--- config.mk ---
export PLATFORM = sky130hd
export DESIGN_NAME = serial_add_ctrl
export DESIGN_NICKNAME = d
export VERILOG_FILES = /design/src/rtl/serial_add_ctrl.sv
export SDC_FILE = /design/constraint.sdc
export NUM_CORES = 1
export LEC_CHECK = 0
export ABC_AREA = 1
export ABC_CLOCK_PERIOD_IN_PS = 2550
export CELL_PAD_IN_SITES_DETAIL_PLACEMENT = 0
export CELL_PAD_IN_SITES_GLOBAL_PLACEMENT = 1
export CORE_AREA = 2 2 143 180
export DETAILED_ROUTE_END_ITERATION = 6
export DIE_AREA = 0 0 145 182
export GPL_TIMING_DRIVEN = 0
export PLACE_DENSITY = 0.69
export SLEW_MARGIN = 20
export SYNTH_ARGS = -nofsm -noshare
export SYNTH_HDL_FRONTEND = slang
export SYNTH_SLANG_ARGS = --single-unit
--- constraint.sdc ---
create_clock -name clk -period 2.55 [get_ports clk]
set_input_delay 0.6375 -clock clk [delete_from_list [all_inputs] [get_ports clk]]
set_output_delay 0.6375 -clock clk [all_outputs]
set_load 0.02 [all_outputs]
--- src/rtl/serial_add_ctrl.sv ---
// Bit-serial add/subtract controller: drives an external 1-bit full-adder slice
// LSB first and assembles the result, carry-out and signed overflow.
module serial_add_ctrl #(
  parameter int WIDTH = 32
) (
  input  logic             clk,
  input  logic             rst,
  input  logic             start,
  input  logic             op,
  input  logic [WIDTH-1:0] a,
  input  logic [WIDTH-1:0] b,
  input  logic             abort,
  output logic             x_bit,
  output logic             y_bit,
  output logic             c_in_bit,
  output logic [3:0]       c_en,
  input  logic             sum_bit,
  input  logic             carry_bit,
  output logic             busy,
  output logic             done,
  output logic [WIDTH-1:0] result,
  output logic             cout,
  output logic             ovf
);

  localparam int CW = $clog2(WIDTH);

  typedef enum logic [1:0] {IDLE, LOAD, RUN, FIN} state_t;

  state_t           r_state;
  state_t           w_next;
  logic [CW-1:0]    r_cnt;
  logic [WIDTH-1:0] r_a;
  logic [WIDTH-1:0] r_b;
  logic [WIDTH-2:0] r_sum;
  logic [WIDTH-1:0] r_result;
  logic             r_carry;
  logic             r_op;
  logic             r_a_msb;
  logic             r_b_msb;
  logic             r_cout;
  logic             r_ovf;
  logic             w_accept;
  logic             w_last;
  logic             w_step;
  logic [WIDTH-1:0] w_sum_full;

  assign w_accept   = (r_state == IDLE) && start;
  assign w_last     = (r_state == RUN) && (r_cnt == CW'(WIDTH - 1));
  assign w_step     = (r_state == RUN) && !abort;
  // r_sum holds the WIDTH-1 sums already produced; the current sum completes the word
  assign w_sum_full = {sum_bit, r_sum};

  assign result = r_result;
  assign cout   = r_cout;
  assign ovf    = r_ovf;

  always_ff @(posedge clk) begin
    if (rst) begin
      r_state <= IDLE;
    end else begin
      r_state <= w_next;
    end
  end

  always_comb begin
    w_next   = r_state;
    x_bit    = 1'b0;
    y_bit    = 1'b0;
    c_in_bit = 1'b0;
    c_en     = 4'b0001;
    busy     = 1'b0;
    done     = 1'b0;
    case (r_state)
      IDLE: begin
        if (start) w_next = LOAD;
      end
      LOAD: begin
        busy   = 1'b1;
        w_next = abort ? IDLE : RUN;
      end
      RUN: begin
        busy     = 1'b1;
        c_en     = 4'b0010;
        x_bit    = r_a[0];
        y_bit    = r_b[0];
        c_in_bit = r_carry;
        if (abort)       w_next = IDLE;
        else if (w_last) w_next = FIN;
      end
      FIN: begin
        done   = 1'b1;
        w_next = IDLE;
      end
      default: w_next = IDLE;
    endcase
  end

  always_ff @(posedge clk) begin
    if (rst) begin
      r_cnt    <= '0;
      r_a      <= '0;
      r_b      <= '0;
      r_sum    <= '0;
      r_result <= '0;
      r_carry  <= 1'b0;
      r_op     <= 1'b0;
      r_a_msb  <= 1'b0;
      r_b_msb  <= 1'b0;
      r_cout   <= 1'b0;
      r_ovf    <= 1'b0;
    end else if (w_accept) begin
      // Subtraction is a + ~b + 1: invert b and seed the carry with op
      r_a     <= a;
      r_b     <= op ? ~b : b;
      r_op    <= op;
      r_carry <= op;
      r_a_msb <= a[WIDTH-1];
      r_b_msb <= b[WIDTH-1];
      r_cnt   <= '0;
    end else if (w_step) begin
      r_a     <= r_a >> 1;
      r_b     <= r_b >> 1;
      r_sum   <= (WIDTH-1)'(w_sum_full >> 1);
      r_carry <= carry_bit;
      r_cnt   <= r_cnt + CW'(1);
      if (w_last) begin
        r_result <= w_sum_full;
        r_cout   <= carry_bit;
        r_ovf    <= (r_a_msb == (r_b_msb ^ r_op)) && (sum_bit != r_a_msb);
      end
    end
  end

endmodule

After elaboration in Yosys (flattened, before gate mapping). Cells that the tools add are included. W data, S select, Z words.

Bits of input ports: 71. Flip-flop bits (word level): 140. Output and inout bits: 43.

Bitwise operators: 3. Equality and inequality tests: 8. Muxes and demuxes: 18. Add/sub/neg operators: 1. Reduce and logical (&&, ||, !) cells: 12.

Operators by type and width (number): $mux W32 (5); $not A32 Y32 (1); $mux W2 (5); $pmux W2 S4 (1); $mux W1 (7); $add A5 B1 Y5 const B (1); $eq A5 B5 Y1 const B (1); $eq A2 B2 Y1 const B (2); $logic_and A1 B1 Y1 (4); $reduce_and A2 Y1 (2); $reduce_or A2 Y1 (2); $ne A3 B3 Y1 const B (1); $reduce_and A3 Y1 (1); $eq A2 B1 Y1 const B (1); $logic_not A2 Y1 (1); $ne A2 B2 Y1 const B (1); $reduce_bool A2 Y1 (1); $eq A1 B1 Y1 (1); $logic_not A1 Y1 (1); $ne A1 B1 Y1 (1); $not A1 Y1 (1); $xor A1 B1 Y1 (1).

Depth between registers and ports, before layout. Gate-level depths: netlist (run 1).

Depth after elaboration: 5. Gate-level depth with buffers: 12.

Worst setup path before layout (run 1). Ideal clock, no wire load.

Path type: register -> register. From: register r_state[0]. To: register r_result[10], in the netlist result[10]. Buffers on the path: 2. Required time: 2.434 ns. Setup time: 0.116 ns. Cell stages (with the launch flop): 10. Arrival time: 1.608 ns. Setup slack: 0.827 ns. Cell sequence: dfxtp_1 inv_1 ha_1 buf_4 nand2_4 nor2_4 nand2_1 buf_2 nor2_1 nor2_1.

Longest elaborated chain between the ends: 4. Elaborated cells between the ends (all ways): 7. Those cells by class: 1 x eq/ne; 1 x bitwise; 5 x reduce/logical.

Ends and longest elaborated chain: from (decl) (RTL line 30) `state_t r_state;`; from (signal assigned) (RTL line 62) `r_state <= w_next;`; $logic_not A2 Y1 (RTL line 48) `assign w_accept = (r_state == IDLE) && start;`; $logic_and A1 B1 Y1 (RTL line 48); $not A1 Y1 (no source line); $reduce_and A3 Y1 (no source line) *; to (signal assigned) (RTL line 128) `r_result <= w_sum_full;`; to (decl) (RTL line 36) `logic [WIDTH-1:0] r_result;`.

Mark *: on every way between the ends. The rest lies on a longest branch, timed or not. A chain may end at the register's enable or synchronous reset.

Worst setup path after layout (run 1).
From: register r_state[1]. To: output port busy.

Longest elaborated chain between the ends: 3. Elaborated cells between the ends (all ways): 4. Those cells by class: 2 x eq/ne; 1 x mux; 1 x reduce/logical.

Ends and longest elaborated chain: $eq A2 B2 Y1 or $eq A2 B1 Y1 (tied branches) (RTL line 74) `case (r_state)`; $reduce_or A2 Y1 (no source line) *; $mux W1 * (RTL line 74); to (decl) (RTL line 19) `output logic busy,`.

Marked as above.

==> results of run 1 <==
-- through the flow --
stage	power, mW	setup TNS (ns)	instance area, µm²	util (%)	setup slack, ns
6_report	6.009	0	8172	32.94	0.1425
3_3_place_gp	3.641	-2.282	7605	30.66	-0.1161
3_5_place_dp	3.647	-2.433	7605	30.66	-0.1308
4_1_cts	6.096	0	8172	32.94	0.09536
5_1_grt	6.342	0	8172	32.94	0.04450
2_1_floorplan	3.250	0	6095	-	0.8265
-- worst max-delay path, cell delays in order (launching register included) --
cell             delay (ns)
dfxtp_1                0.38
inv_1                  0.10
ha_1                   0.28
clkdlybuf4s50_1        0.60
-- cells by family (layout without fill, tap and decap cells) --
family          count (synthesis)  count (layout)  share of synthesized area [%]
simple gates                  427             427                          27.77
other cells                     1               2                        0.06157
fa+ha+maj                       7               7                          1.438
buf+inv                       128             268                          9.408
xor+xnor                       21              21                          3.020
compound gates                149             149                          12.28
flops                         140             140                          46.01
-- sequential cells by signal (all words and copies together), names as in the netlist --
| register | cells |
|---|---|
| r_b_msb | 1 |
| r_cnt | 5 |
| r_carry | 1 |
| r_sum | 31 |
| r_op | 1 |
| ovf | 1 |
| r_a | 32 |
| r_b | 32 |
| r_state | 2 |
| r_a_msb | 1 |
| result | 32 |
| cout | 1 |
-- timing repair --
action | 4_1_cts | 5_1_grt
hold endpoints to repair | 0 | 0
resized for setup | 4 | 0
setup endpoints to repair | 4 | 0
-- final timing paths --
path,to,slack [ns],cells after the start
setup / recovery,busy,0.14,3
hold / removal,r_a[9]$_SDFFE_PP0P_,0.46,2
setup reg to reg,result[9]$_SDFFE_PP0P_,0.39,9
hold reg to reg,r_a[9]$_SDFFE_PP0P_,0.46,2
-- power by group --
group	total (mW)	switching (mW)	internal, mW
combinational	1.11	0.663	0.451
sequential	2.46	0.0970	2.37
clock	2.43	0.993	1.44
-- routing by layer --
metal / up-vias / share of wire [%] / routed length [µm] / GRT usage (%)
met3: 21 / 3.4 / 587 / 2.814
met2: 91 / 50 / 8550 / 23.90
met1: 2489 / 45 / 7702 / 15.17
met5: - / 0 / 0 / 0
met4: 0 / 1.9 / 334 / 5.109
li1: 2978 / - / - / -
-- cell usage in the layout (no fill, tap or decap), drive strengths merged --
cell type and n:
inv 76, o21ai 82, a21oi 66, ha 7, nand3 37, o31ai 1
nor2 156, nor3 4, buf 33, nand2 230, clkinvlp 5, bufinv 2
clkdlybuf4s50 105, dfxtp 140, conb 2, clkinv 3, clkbuf 40, xor2 21
dlygate4sd2 4
-- area by class of cell --
class                           count  area [µm²]  share of cell area (%)
Clock buffer                       18       429.2                   5.252
Multi-Input combinational cell    606        2719                   33.27
Timing Repair Buffer              109        1086                   13.29
Clock inverter                     13       142.6                   1.746
Buffer                             55       299.0                   3.659
Inverter                           73       274.0                   3.353
Sequential cell                   140        2803                   34.30
Tap cell                          335       419.2                   5.129
==> flow_summary.ini, run 1 <==
[drt]
vias = 5579
wl_per_cell_um = 12.73
wirelength_mm = 17.17
routed_via_density = 4.136
detail_route.first_pass.iterations = 4
drc = 0
drt_iter0_markers = 239
ant_nets = 0

[floorplan]
dieHeight_um = 182
die_width_um = 145
core_area_um2 = 24810
num_rows = 65
die-area_um2 = 26390
io_pins = 114
start_util_pct = 24.55

[synthesis]
synth-seq-cells = 140
synth_edf_count = 0
synth_most_common_cell = nand2_1
synth_area_per_cell_um2 = 6.977
netlist.area_leader.share_pct = 46.01
synth_area_um2 = 6091
syn_inst = 873
async_reset_ff_share_pct = 0
synth_area_leaders = dfxtp_1 (46%), nand2_1 (14%), nor2_1 (9.4%), o21ai_0 (6.6%), a21oi_1 (5.4%)
yosys_warnings = 0
synth_top_area_cell = dfxtp_1
yosys.cell_types.count = 21
yosysSeqAreaShare_pct = 46.01
yosys-top-cells-count = nand2_1 (228), nor2_1 (153), dfxtp_1 (140)
ys_dominant_reg_cell = dfxtp_1

[grt]
grt_max_degree = 17
antenna_found_initial = 0
grt.total_usage_pct = 13.20
grt_pass1_vias = 5444
grt_remaining_overflow = 0
grt_pass1_wl_mm = 27.76

[hold_path]
hold_start = r_a[9]$_SDFFE_PP0P_
hold_class = flop to flop

[setup_path]
required_ns = 1.91
worstSetupEndpointType = output port
path_class = flop to output port
cp.arrival_ns = 1.77
regToRegStartpoint = r_state[0]$_SDFFE_PP0P_
crit_fanout = 4
startpoint = r_state[1]$_SDFFE_PP0P_
worstSetupStartpointType = flop

[cts]
cts_hold_buf = 0
cts.sinks = 140
cts_tree = yes
numCtsBuffers = 17
clock_path_buffers = 2
cts-htree-levels = 4
clk_latency_ns = 0.42
root_buffer = clkbuf_16
cts.clk_slew.worst_paths_ns = 0.06
cts_setup_buffers = 0

[timing]
fin_crit_ns = 2.407
fmax_ghz = 0.4154
fin_crit_sh_pct = 94.41
hold_violations = 0
clock_skew_ns = 0.006273
worst_pin_slew_ns = 0.5582
maxSlewViolCount = 0
slew_headroom_pct = 62.78
fin_hold_ws_ns = 0.4636
setup_violations = 0
rsz0062_at_grt = no

[cells_and_area]
drive_gt1_share_pct = 6.509
syn_to_final_growth_pct = 34.16
final_nets = 1080
fill_cells = 2687
finalNonFillerCells = 1349
antenna_cells = 0

[place]
hpwl_mm = 12.33
gp_congestion = 0.7405
numPortBuffers = 109
placed_cells = 1318

[outcome]
status = complete, no violations

[job]
drv_cap = 0

[power_and_ir_drop]
vdd_drop_max_mv = 0.4634
power_density_nw_per_um2 = 735.3
power_leakage_nw = 3.655
Note: power is estimated with default switching activity, not from simulation.
==> inputs of run 2 (changes only) <==
CAP_MARGIN = 20   (was default)
GPL_TIMING_DRIVEN = default   (was 0)
SLEW_MARGIN = default   (was 20)
==> flow_summary.ini, run 2 (synthesis results as in run 1) <==
[outcome]
status = complete, no violations

[grt]
grt_max_degree = 62
grt_pass1_vias = 5397
grt_remaining_overflow = 0
grt.total_usage_pct = 12.53
grt_pass1_wl_mm = 26.94
antenna_found_initial = 0

[timing]
fin_crit_sh_pct = 93.90
fin_hold_ws_ns = 0.4619
rsz0062_at_grt = no
fin_setup_tns_ns = 0
clock_skew_ns = 0.008251
setup_ws_ns = 0.1555
fmax_ghz = 0.4176
setup_violations = 0
fin_crit_ns = 2.395
hold_violations = 0
maxSlewViolCount = 0

[setup_path]
required_ns = 1.91
path_class = flop to output port
cp.arrival_ns = 1.76
crit_fanout = 6
worstSetupStartpointType = flop
worstSetupEndpointType = output port

[power_and_ir_drop]
p_comb_share_pct = 17.0
p_sw_share_pct = 26.93
power_leakage_nw = 3.672
switchingPower_mw = 1.674
vdd_drop_max_mv = 0.4278
power_density_nw_per_um2 = 761.0
internal-power_mw = 4.540
clkPwrFrac_pct = 43.3
seqPwrFrac_pct = 39.7

[cells_and_area]
final_cell_mix = nand2_1 (228), nor2_1 (153), dfxtp_1 (140), clkdlybuf4s50_1 (106), o21ai_0 (80)
drive_gt1_share_pct = 5.738
syn_to_final_growth_pct = 34.04
final_nets = 1044
antenna_cells = 0
final_common_cell = nand2_1

[floorplan]
core_area_um2 = 24810
dieHeight_um = 182
die-area_um2 = 26390
die_width_um = 145
start_util_pct = 24.55
io_pins = 114
num_rows = 65

[place]
numPortBuffers = 111
hpwl_mm = 10.15
place_ws_ns = 0.2336
gp_congestion = 0.7178

[drt]
routed_via_density = 4.171
ant_nets = 0
vias = 5468
drt_iter0_markers = 203
wl_per_cell_um = 12.22
detail_route.first_pass.iterations = 4
wirelength_mm = 16.02
drc = 0

[cts]
numCtsBuffers = 17
root_buffer = clkbuf_16
cts_setup_buffers = 0
cts_hold_buf = 0
cts_tree = yes
clk_latency_ns = 0.41
clock_path_buffers = 2
cts-htree-levels = 4
cts.sinks = 140
cts.clk_slew.worst_paths_ns = 0.06

[hold_path]
hold_class = flop to flop

[job]
drv_cap = 0
[run 2: power by group through the flow]
stage               logic (mW)  registers [mW]  clock network (mW)
floorplan                0.764            2.49                   0
global placement          1.08            2.51                   0
detailed placement        1.08            2.51                   0
CTS                       1.09            2.46                2.78
global route              1.22            2.49                2.87
finish                    1.06            2.47                2.69
[run 2: stage by stage]
| stage | std cells | cell area, µm² | power [mW] | utilization [%] |
|---|---|---|---|---|
| 2_1_floorplan | 874 | 6095 | 3.250 | - |
| 3_3_place_gp | 1282 | 7511 | 3.584 | 30.28 |
| 3_5_place_dp | 1282 | 7511 | 3.587 | 30.28 |
| 4_1_cts | 1311 | 8157 | 6.333 | 32.88 |
| 5_1_grt | 1311 | 8164 | 6.574 | 32.91 |
| 6_report | 1311 | 8164 | 6.213 | 32.91 |
[run 2: path summary, 6_finish.rpt]
check / startpoint / end / slack, ns / cells past startpoint
min reg2reg: r_a[27]$_SDFFE_PP0P_ / r_a[27]$_SDFFE_PP0P_ / 0.46 / 2
max: r_state[0]$_SDFFE_PP0P_ / c_en[0] / 0.16 / 4
min: r_a[27]$_SDFFE_PP0P_ / r_a[27]$_SDFFE_PP0P_ / 0.46 / 2
max reg2reg: r_state[1]$_SDFFE_PP0P_ / r_a[31]$_SDFFE_PP0P_ / 0.67 / 6
[run 2: cell type report]
| type | count | area (µm²) |
|---|---|---|
| clock buffer | 18 | 439.2 |
| clock inverter | 11 | 195.2 |
| fill | 2722 | 16640 |
| inverter | 73 | 274.0 |
| multi-input combinational | 606 | 2731 |
| sequential | 140 | 2803 |
| tap | 335 | 419.2 |
| timing repair buffer | 128 | 1303 |
[run 2: timing repair]
item	in CTS	in global routing
resized for setup	3	3
pin swaps	0	0
endpoints found under the setup margin	5	3
[run 2: metal layers]
layer / global-route usage (%) / up-vias / share of wire, %
met5: 0 / - / 0
met4: 3.723 / 0 / 1.0
met1: 15.29 / 2480 / 47
li1: - / 2894 / -
met2: 21.77 / 83 / 49
met3: 3.166 / 11 / 3.5
[run 2: worst max-delay path, cell delays in order, from the launching register on]
cell and delay [ns]:
dfxtp_1 0.36, inv_1 0.11, ha_4 0.21, inv_1 0.07, clkdlybuf4s50_1 0.60
